===== src/rtl/controller_pkg.sv =====
// Shared types and constants for the serial game-controller reader.
package controller_pkg;

  typedef enum logic [1:0] {
    ST_IDLE,
    ST_LATCH,
    ST_SHIFT_LO,
    ST_SHIFT_HI
  } ctrl_state_t;

  // Lane bit positions for the default 8-button pad; A arrives first and lands in the MSB.
  localparam int BTN_A      = 7;
  localparam int BTN_B      = 6;
  localparam int BTN_SELECT = 5;
  localparam int BTN_START  = 4;
  localparam int BTN_UP     = 3;
  localparam int BTN_DOWN   = 2;
  localparam int BTN_LEFT   = 1;
  localparam int BTN_RIGHT  = 0;

endpackage


===== src/rtl/controller_sync_m.sv =====
// Two-flop synchroniser for one controller data line; resets to 1 (button released).
module controller_sync_m (
  input  logic clk,
  input  logic rst_n,
  input  logic i_d,
  output logic o_q
);

  logic r_meta;
  logic r_q;

  always_ff @(posedge clk or negedge rst_n) begin
    if (!rst_n) begin
      r_meta <= 1'b1;
      r_q    <= 1'b1;
    end else begin
      r_meta <= i_d;
      r_q    <= r_meta;
    end
  end

  assign o_q = r_q;

endmodule


===== src/rtl/controller_reader_m.sv =====
// Polls NES-style serial pads in parallel and presents active-high button state with a valid pulse.
// Define CONTROLLER_READER_EDGE_EN to add the 'pressed' newly-pressed-buttons output.
module controller_reader_m
  import controller_pkg::*;
#(
  parameter int NUM_CONTROLLERS = 2,
  parameter int BUTTONS         = 8,
  parameter int HALF_PERIOD     = 6
) (
  input  logic                               clk,
  input  logic                               rst_n,
  input  logic                               start,
  input  logic [NUM_CONTROLLERS-1:0]         data_B,
  output logic                               latch,
  output logic                               ctrl_clk,
  output logic                               busy,
  output logic [NUM_CONTROLLERS*BUTTONS-1:0] buttons,
  output logic                               valid
`ifdef CONTROLLER_READER_EDGE_EN
  ,
  output logic [NUM_CONTROLLERS*BUTTONS-1:0] pressed
`endif
);

  localparam int LW = NUM_CONTROLLERS * BUTTONS;
  localparam int PW = $clog2(2 * HALF_PERIOD);
  localparam int BW = (BUTTONS > 1) ? $clog2(BUTTONS) : 1;
  localparam logic [PW-1:0] LATCH_LAST = PW'(2 * HALF_PERIOD - 1);
  localparam logic [PW-1:0] HALF_LAST  = PW'(HALF_PERIOD - 1);
  localparam logic [BW-1:0] BIT_LAST   = BW'(BUTTONS - 1);

  ctrl_state_t                r_state;
  logic [PW-1:0]              r_phase;
  logic [BW-1:0]              r_bit;
  logic [LW-1:0]              r_shift;
  logic [NUM_CONTROLLERS-1:0] w_sync;
  logic [LW-1:0]              w_next;
  logic                       w_sample;

  for (genvar g = 0; g < NUM_CONTROLLERS; g++) begin : g_sync
    controller_sync_m u_sync (
      .clk   (clk),
      .rst_n (rst_n),
      .i_d   (data_B[g]),
      .o_q   (w_sync[g])
    );
  end

  assign w_sample = (r_state == ST_SHIFT_LO) && (r_phase == HALF_LAST);

  // Each lane shifts left, taking the inverted (active-high) serial bit into its LSB.
  always_comb begin
    w_next = '0;
    for (int i = 0; i < NUM_CONTROLLERS; i++) begin
      w_next[i*BUTTONS +: BUTTONS] = r_shift[i*BUTTONS +: BUTTONS] << 1;
      w_next[i*BUTTONS]            = ~w_sync[i];
    end
  end

  // Every lane bit is overwritten during a poll, so stale contents never reach 'buttons'.
  always_ff @(posedge clk) begin
    if (w_sample) r_shift <= w_next;
  end

  always_ff @(posedge clk or negedge rst_n) begin
    if (!rst_n) begin
      r_state  <= ST_IDLE;
      r_phase  <= '0;
      r_bit    <= '0;
      latch    <= 1'b0;
      ctrl_clk <= 1'b0;
      busy     <= 1'b0;
      valid    <= 1'b0;
      buttons  <= '0;
`ifdef CONTROLLER_READER_EDGE_EN
      pressed  <= '0;
`endif
    end else begin
      valid <= 1'b0;
`ifdef CONTROLLER_READER_EDGE_EN
      pressed <= '0;
`endif
      case (r_state)
        ST_IDLE: begin
          if (start) begin
            r_state <= ST_LATCH;
            r_phase <= '0;
            r_bit   <= '0;
            latch   <= 1'b1;
            busy    <= 1'b1;
          end
        end
        ST_LATCH: begin
          if (r_phase == LATCH_LAST) begin
            r_state <= ST_SHIFT_LO;
            r_phase <= '0;
            latch   <= 1'b0;
          end else begin
            r_phase <= r_phase + 1'b1;
          end
        end
        ST_SHIFT_LO: begin
          if (r_phase == HALF_LAST) begin
            r_phase <= '0;
            if (r_bit == BIT_LAST) begin
              r_state <= ST_IDLE;
              busy    <= 1'b0;
              buttons <= w_next;
              valid   <= 1'b1;
`ifdef CONTROLLER_READER_EDGE_EN
              // 'buttons' still holds the previous poll here, so it serves as the prior state.
              pressed <= w_next & ~buttons;
`endif
            end else begin
              r_state  <= ST_SHIFT_HI;
              ctrl_clk <= 1'b1;
            end
          end else begin
            r_phase <= r_phase + 1'b1;
          end
        end
        ST_SHIFT_HI: begin
          if (r_phase == HALF_LAST) begin
            r_state  <= ST_SHIFT_LO;
            r_phase  <= '0;
            r_bit    <= r_bit + 1'b1;
            ctrl_clk <= 1'b0;
          end else begin
            r_phase <= r_phase + 1'b1;
          end
        end
        default: r_state <= ST_IDLE;
      endcase
    end
  end

endmodule

===== config.mk =====
export PLATFORM = sky130hd
export DESIGN_NAME = controller_reader_m
export DESIGN_NICKNAME = d
export VERILOG_FILES = /design/src/rtl/controller_pkg.sv /design/src/rtl/controller_sync_m.sv /design/src/rtl/controller_reader_m.sv
export SDC_FILE = /design/constraint.sdc
export NUM_CORES = 1
export LEC_CHECK = 0
export CORE_MARGIN = 2
export CORE_UTILIZATION = 45
export CTS_BUF_LIST = sky130_fd_sc_hd__clkbuf_8
export DETAILED_ROUTE_END_ITERATION = 8
export GPL_ROUTABILITY_DRIVEN = 0
export MAX_ROUTING_LAYER = met4
export PLACE_DENSITY = 0.67
export SYNTH_ARGS = -nofsm -noshare
export SYNTH_HDL_FRONTEND = slang
export SYNTH_HIERARCHICAL = 1
export SYNTH_SLANG_ARGS = --single-unit

===== constraint.sdc =====
create_clock -name clk -period 5.5 [get_ports clk]
set_input_delay 1.1 -clock clk [delete_from_list [all_inputs] [get_ports clk]]
set_output_delay 1.1 -clock clk [all_outputs]
set_load 0.02 [all_outputs]

==> results.yml, run 1 <==
global_routing:
  grt_pass1_vias: 1200
  first_pass_grt_wire_length_um: 5900
  grt_max_degree: 34
  grt.overflow.total: 0
  antenna_found_initial: 0
  track_usage_pct: 15.9
min_path:
  hold_end: "g_sync[1].u_sync/o_q$_DFF_PN1_"
  worst_hold_path.num_cells: 0
  holdCritStartpoint: "g_sync[1].u_sync/r_meta$_DFF_PN1_"
  hold_class: "flop to flop"
setup_path:
  worst-endpoint-required_ns: 5.68
  crit-reg2reg-launch: "r_phase[1]$_DFFE_PN0N_"
  regToRegEndpoint: "buttons[15]$_DFFE_PN0P_"
  crit_arrival_ns: 2.62
  worst_setup_path_start_kind: "flop"
  delay_heaviest_family_cp: "simple AND/OR/NAND/NOR gates"
  largest_stage_delay_worst_path_ns: 0.90
  reg2reg_depth: 5
  setup.reg_to_reg.worst_slack_ns: 3.06
  crit_slowest_cell: "nor3b_4"
  critPathKind: "flop to flop"
  crit_path_cell_trace: "inv_1 > ha_1 > nand4b_4 > nor3b_4 > mux2_2"
  crit_path_max_fanout: 18
  critPathCaptureType: "flop"
  critPathBufInv: 1
cts:
  buffers_inserted_by_post_cts_timing_repair: 0
  clkSinkCount: 47
  cts.clk_slew.worst_paths_ns: 0.09
  tritoncts_clock_tree: "done"
  clkLatencyLatePin_ns: 0.30
  cts_inserted_buffers: 5
  number_of_resized_instances_in_the_post_cts_repair_step: 0
  cts.path.max_buffers: 2
  holdBufCountCts: 0
  cts.root.buffer_cell: "clkbuf_8"
  cts_max_level: 2
power:
  ir_drop_mv: 0.208
  static-leakage-power_nw: 1.01
  switching_fraction_pct: 32.5
  power-per-cell-area_nw_per_um2: 379
  p_comb_share_pct: 22.7
  share_clk_of_total_power_pct: 23.4
  seqPwrFrac_pct: 53.9
  switchingPower_mw: 0.284
  internal_power_mw: 0.591
sta:
  timing_hold_violations_final: 0
  worst_slew_pin_slew_ns: 1.18
  grt_setup_unrepaired: "no"
  finClkSkew_ns: 0.0111
  tns_ns: 0
  finalHoldWorstSlack_ns: 0.362
  timing.final.ws_setup_ns: 3.06
  worst_slew_margin_rel_pct: 20.9
  fmax_mhz: 410
  maxSlewViolCount: 0
  setup_viol: 0
  timing.final.crit_period_ns: 2.44
  finalCritPeriodShare_pct: 44.3
final_layout:
  n_fill_cell: 347
  instances_no_fill: 210
  n_antenna_cell: 0
  layout.nets: 169
  layout-area-overhead-vs-synth_pct: 18.5
  share_of_cells_above_drive_strength_1_pct: 21.9
outcome:
  outcome: "finished, final reports clean"
die:
  floorplan.core_area_um2: 4090
  die-area_um2: 4870
  std_cell_rows: 23
  floorplan.initialDensity_pct: 47.6
  die_h_um: 69.8
  io-pin-count: 25
  die_w_um: 69.8
yosys:
  synth_simple_gate_area_share_pct: 9.52
  yosysWarningCount: 6
  yosys.area_share.xor_xnor_pct: 0
  post_synth_num_cell_types: 37
  yosys-top-cells-area: "dfrtp_1 37%, edfxtp_1 22%, mux2_4 6.2%"
  synth_top_family_by_area: "multiplexers"
  portion_of_netlist_area_occupied_by_mux_cells_pct: 12.0
  yosys.area_share.adder_pct: 3.22
  mappedNetlistArea_um2: 1950
  synth.top_cell.area_share_pct: 37.3
  synth_sequential_area_ratio_pct: 64.3
  syn_nets: 142
  synth.ff_latch_count: 47
  synth_area_per_cell_um2: 14.7
  synth_compound_area_share_pct: 6.82
  number_of_instances_in_the_synthesized_netlist: 132
  post-synth-top-area-cell: "dfrtp_1"
route:
  vias: 1177
  wl_per_cell_um: 15.7
  detail_route.drc_violations: 0
  drt_iter0_markers: 60
  viasPerCell: 5.60
  drtPass1Iterations: 4
  drtAntennaViolNets: 0
  detail_route.wirelength_um: 3290
flow_run:
  reported_max_cap_violation_count: 0
placement:
  dp_hpwl_um: 2150
  post-place-cells: 202
  io_buffer_count: 24
  dp_slack_ns: 3.06
synth_stat cells:
cell and number:
nand2b_1 3, inv_1 9, buf_4 1, or2_2 1
a31oi_1 1, clkbuf_1 1, dfrtp_1 29, buf_6 1
a41oi_1 1, mux4_2 1, nor3b_2 1, ha_1 5
mux2_2 8, o21ai_0 4, buf_2 1, nand3_1 1
nand4_1 2, nor3_1 5, and3_1 1, nand2_1 2
or4bb_1 1, a221oi_1 1, a211o_1 1, and3b_2 1
o32ai_1 1, mux2_4 8, nor2_1 6, nand4b_4 1
nand3b_1 2, o22a_2 1, a211oi_1 1, buf_12 1
a31o_2 1, dfstp_2 4, and4_1 1, edfxtp_1 14
a21oi_1 9
final cells by class:
class | instances | area [µm²] | area share, %
flip-flops and latches | 47 | 1250 | 54.3
multi-input cells | 71 | 619 | 26.9
repair buffers | 25 | 248 | 10.7
clock buffers | 5 | 68.8 | 2.99
well taps | 50 | 62.6 | 2.71
inverters | 9 | 33.8 | 1.47
clock inverters | 3 | 21.3 | 0.923
worst max-delay path by stage:
stage          cells after the start                       to                   start
3_3_place_gp                       5   buttons[0]$_DFFE_PN0P_  r_phase[1]$_DFFE_PN0N_
3_5_place_dp                       5  buttons[15]$_DFFE_PN0P_  r_phase[1]$_DFFE_PN0N_
5_1_grt                            5  buttons[15]$_DFFE_PN0P_  r_phase[1]$_DFFE_PN0N_
2_1_floorplan                      4     r_shift[0]$_DFFE_PP_  r_phase[1]$_DFFE_PN0N_
6_report                           5  buttons[15]$_DFFE_PN0P_  r_phase[1]$_DFFE_PN0N_
4_1_cts                            5  buttons[15]$_DFFE_PN0P_  r_phase[1]$_DFFE_PN0N_
per-layer routing:
layer  share of wire [%]  global-route usage [%]  wire (µm)
met5                   0                       -          0
met4                 1.6                    5.77         53
met3                 5.2                    5.09        171
met2                  48                    23.9       1570
met1                  45                    20.3       1490
flip-flops by register name (all words and copies together), names as in the netlist:
register              flops
r_state                   2
g_sync.u_sync/r_meta      2
latch                     1
busy                      1
r_phase                   4
g_sync.u_sync/o_q         2
buttons                  16
r_bit                     3
ctrl_clk                  1
r_shift                  14
valid                     1
through the flow:
step | total power, mW | utilization (%) | cell area (µm²)
after floorplan | 0.613 | - | 1950
after global placement | 0.660 | 54.2 | 2210
after detailed placement | 0.674 | 54.2 | 2210
after CTS | 0.882 | 56.4 | 2300
after global routing | 0.932 | 56.4 | 2300
final | 0.874 | 56.4 | 2300
logic make-up (layout without fill, tap and decap cells):
logic type               Yosys count  count (layout)
adder cells (fa/ha/maj)            5               5
flip-flops                        47              47
AND/OR/NAND/NOR                   28              28
multiplexers                      17              17
AO/OA/AOI/OAI                     21              21
buffers and inverters             14              42
layout by cell type (no fill, tap or decap), types with 2 or more instances in the layout:
cell	count
clkinv_4	2
ha_1	5
o21ai_0	4
clkdlybuf4s50_1	24
edfxtp_1	14
dfrtp_1	29
inv_1	10
nor3_1	5
nand3b_1	2
clkbuf_8	5
nand4_1	2
nand2_1	2
mux2_4	8
dfstp_2	4
a21oi_1	9
nand2b_1	3
mux2_2	8
nor2_1	6
power groups by stage:
stage / registers [mW] / logic (mW) / clock network [mW]
after floorplan: 0.450 / 0.164 / 0
after global placement: 0.474 / 0.186 / 0
after detailed placement: 0.477 / 0.197 / 0
after CTS: 0.470 / 0.198 / 0.213
after global routing: 0.481 / 0.223 / 0.227
final: 0.471 / 0.199 / 0.205
Note: power is estimated with default switching activity, not from simulation.
==> run 2: changes to the inputs <==
--- a/config.mk
+++ b/config.mk
@@ -11,7 +11,7 @@
 export DETAILED_ROUTE_END_ITERATION = 8
 export GPL_ROUTABILITY_DRIVEN = 0
 export MAX_ROUTING_LAYER = met4
-export PLACE_DENSITY = 0.67
+export PLACE_DENSITY = 0.7
 export SYNTH_ARGS = -nofsm -noshare
 export SYNTH_HDL_FRONTEND = slang
 export SYNTH_HIERARCHICAL = 1
==> constraint.sdc (replaced) <==
create_clock -name clk -period 2 [get_ports clk]
set_input_delay 0.4 -clock clk [delete_from_list [all_inputs] [get_ports clk]]
set_output_delay 0.4 -clock clk [all_outputs]
set_load 0.02 [all_outputs]
==> results.yml, run 2 (synthesis gave the netlist of run 1 again) <==
outcome:
  outcome: "finished, final reports clean"
setup_path:
  regToRegEndpoint: "buttons[3]$_DFFE_PN0P_"
  worst_setup_path_start_kind: "flop"
  critPathCaptureType: "flop"
  worst-endpoint-required_ns: 2.19
  crit_slowest_cell: "dfrtp_1"
  largest_stage_delay_worst_path_ns: 0.44
  worstSetupEndpoint: "buttons[3]$_DFFE_PN0P_"
  reg2reg_depth: 6
  crit_start: "r_phase[1]$_DFFE_PN0N_"
  setup.reg_to_reg.worst_slack_ns: 0.18
  crit_path_max_fanout: 17
  crit_arrival_ns: 2.01
  crit_path_cell_trace: "inv_1 > ha_1 > nand4b_4 > nor3b_4 > buf_12 > mux2_2"
  critPathKind: "flop to flop"
  crit-reg2reg-launch: "r_phase[1]$_DFFE_PN0N_"
sta:
  grt_setup_unrepaired: "no"
  maxSlewViolCount: 0
  tns_ns: 0
  finalCritPeriodShare_pct: 91.1
  worst_slew_margin_rel_pct: 67.8
  setup_viol: 0
  worst_slew_pin_slew_ns: 0.484
  timing.final.crit_period_ns: 1.82
  fmax_mhz: 549
  finClkSkew_ns: 0.00771
  timing_hold_violations_final: 0
  finalHoldWorstSlack_ns: 0.356
final_layout:
  layout.nets: 172
  reg.largest.list: "buttons x16, r_shift x14, r_phase x4"
  layout-area-overhead-vs-synth_pct: 22.4
  instances_no_fill: 213
  mostFrequentLayoutCell: "dfrtp_1"
  n_antenna_cell: 0
  largest_register_ffs: 16
  layout.cells.most_common_list: "29 x dfrtp_1, 24 x clkdlybuf4s50_1, 14 x edfxtp_1"
  fin_util_pct: 58.3
  top_register: "buttons"
  share_of_cells_above_drive_strength_1_pct: 23.3
  n_fill_cell: 329
die:
  die_h_um: 69.8
  floorplan.initialDensity_pct: 47.6
  floorplan.core_area_um2: 4090
  die-area_um2: 4870
  die_w_um: 69.8
  std_cell_rows: 23
  io-pin-count: 25
route:
  detail_route.drc_violations: 0
  drtAntennaViolNets: 0
  detail_route.wirelength_um: 3200
  vias: 1139
  drt_iter0_markers: 72
  wl_per_cell_um: 15.0
  drtPass1Iterations: 4
  viasPerCell: 5.35
global_routing:
  antenna_found_initial: 0
  grt.overflow.total: 0
  track_usage_pct: 14.7
  grt_max_degree: 34
  grt_pass1_vias: 1107
  first_pass_grt_wire_length_um: 5340
cts:
  buffers_inserted_by_post_cts_timing_repair: 0
  holdBufCountCts: 0
  cts_inserted_buffers: 5
  cts.clk_slew.worst_paths_ns: 0.08
  cts_max_level: 2
  tritoncts_clock_tree: "done"
  clkLatencyLatePin_ns: 0.30
  cts.path.max_buffers: 2
  clkSinkCount: 47
  cts.root.buffer_cell: "clkbuf_8"
  number_of_resized_instances_in_the_post_cts_repair_step: 0
placement:
  post-place-cells: 205
  io_buffer_count: 24
  dp_hpwl_um: 2120
flow_run:
  reported_max_cap_violation_count: 0
power:
  static-leakage-power_nw: 1.05
  ir_drop_mv: 0.696
  power-per-cell-area_nw_per_um2: 1110
min_path:
  hold_class: "flop to flop"
==> run 2: cell types whose count changed in the layout (fill, tap and decap cells not counted) <==
cell and change:
buf_12 +1, bufinv_16 +2, clkinv_4 -2, buf_4 +2
==> run 2: critical path: cells and delay by family, from the launching register on <==
| kind | cells | cell delay [ns] |
|---|---|---|
| flops | 1 | 0.44 |
| fa+ha+maj | 1 | 0.24 |
| buf+inv | 2 | 0.28 |
| mux | 1 | 0.34 |
| simple gates | 2 | 0.41 |
==> run 2: worst min path at each step <==
stage                                            startpoint                        endpoint  slack (ns)  depth (start not counted)
after floorplan                                       rst_n                busy$_DFFE_PN0P_        0.10                          0
after global placement    g_sync[0].u_sync/r_meta$_DFF_PN1_  g_sync[0].u_sync/o_q$_DFF_PN1_        0.35                          0
after detailed placement  g_sync[0].u_sync/r_meta$_DFF_PN1_  g_sync[0].u_sync/o_q$_DFF_PN1_        0.35                          0
after CTS                 g_sync[0].u_sync/r_meta$_DFF_PN1_  g_sync[0].u_sync/o_q$_DFF_PN1_        0.35                          0
after global routing      g_sync[0].u_sync/r_meta$_DFF_PN1_  g_sync[0].u_sync/o_q$_DFF_PN1_        0.36                          0
final                     g_sync[0].u_sync/r_meta$_DFF_PN1_  g_sync[0].u_sync/o_q$_DFF_PN1_        0.36                          0
==> run 2: area by class of cell <==
class	count	area, µm²	share of cell area (%)
Clock buffer	5	68.8	2.89
Timing Repair Buffer	28	283	11.9
Multi-Input combinational cell	71	619	26.0
Clock inverter	3	63.8	2.68
Inverter	9	33.8	1.42
Sequential cell	47	1250	52.5
Tap cell	50	62.6	2.63
==> run 2: routing by layer <==
layer | up-vias | GRT usage (%) | share of wire (%) | wire (µm)
met2 | 40 | 21.9 | 47 | 1520
met1 | 556 | 18.5 | 45 | 1450
met3 | 4 | 5.23 | 6.0 | 192
li1 | 539 | - | - | -
met5 | - | - | 0 | 0
met4 | 0 | 5.77 | 1.3 | 40
==> run 2: per-stage QoR <==
| step | power, mW | area, µm² | setup WS [ns] |
|---|---|---|---|
| 2_1_floorplan | 1.69 | 1950 | 0.109 |
| 3_3_place_gp | 1.82 | 2250 | 0.255 |
| 3_5_place_dp | 1.85 | 2250 | 0.184 |
| 4_1_cts | 2.66 | 2380 | 0.169 |
| 5_1_grt | 2.80 | 2380 | 0.0678 |
| 6_report | 2.64 | 2380 | 0.178 |
==> run 2: power breakdown <==
group	total, mW	internal [mW]	leakage [nW]	switching (mW)
registers	1.30	1.11	0.547	0.183
logic	0.549	0.273	0.434	0.276
clock network	0.796	0.494	0.0695	0.301
total	2.64	1.88	1.05	0.760
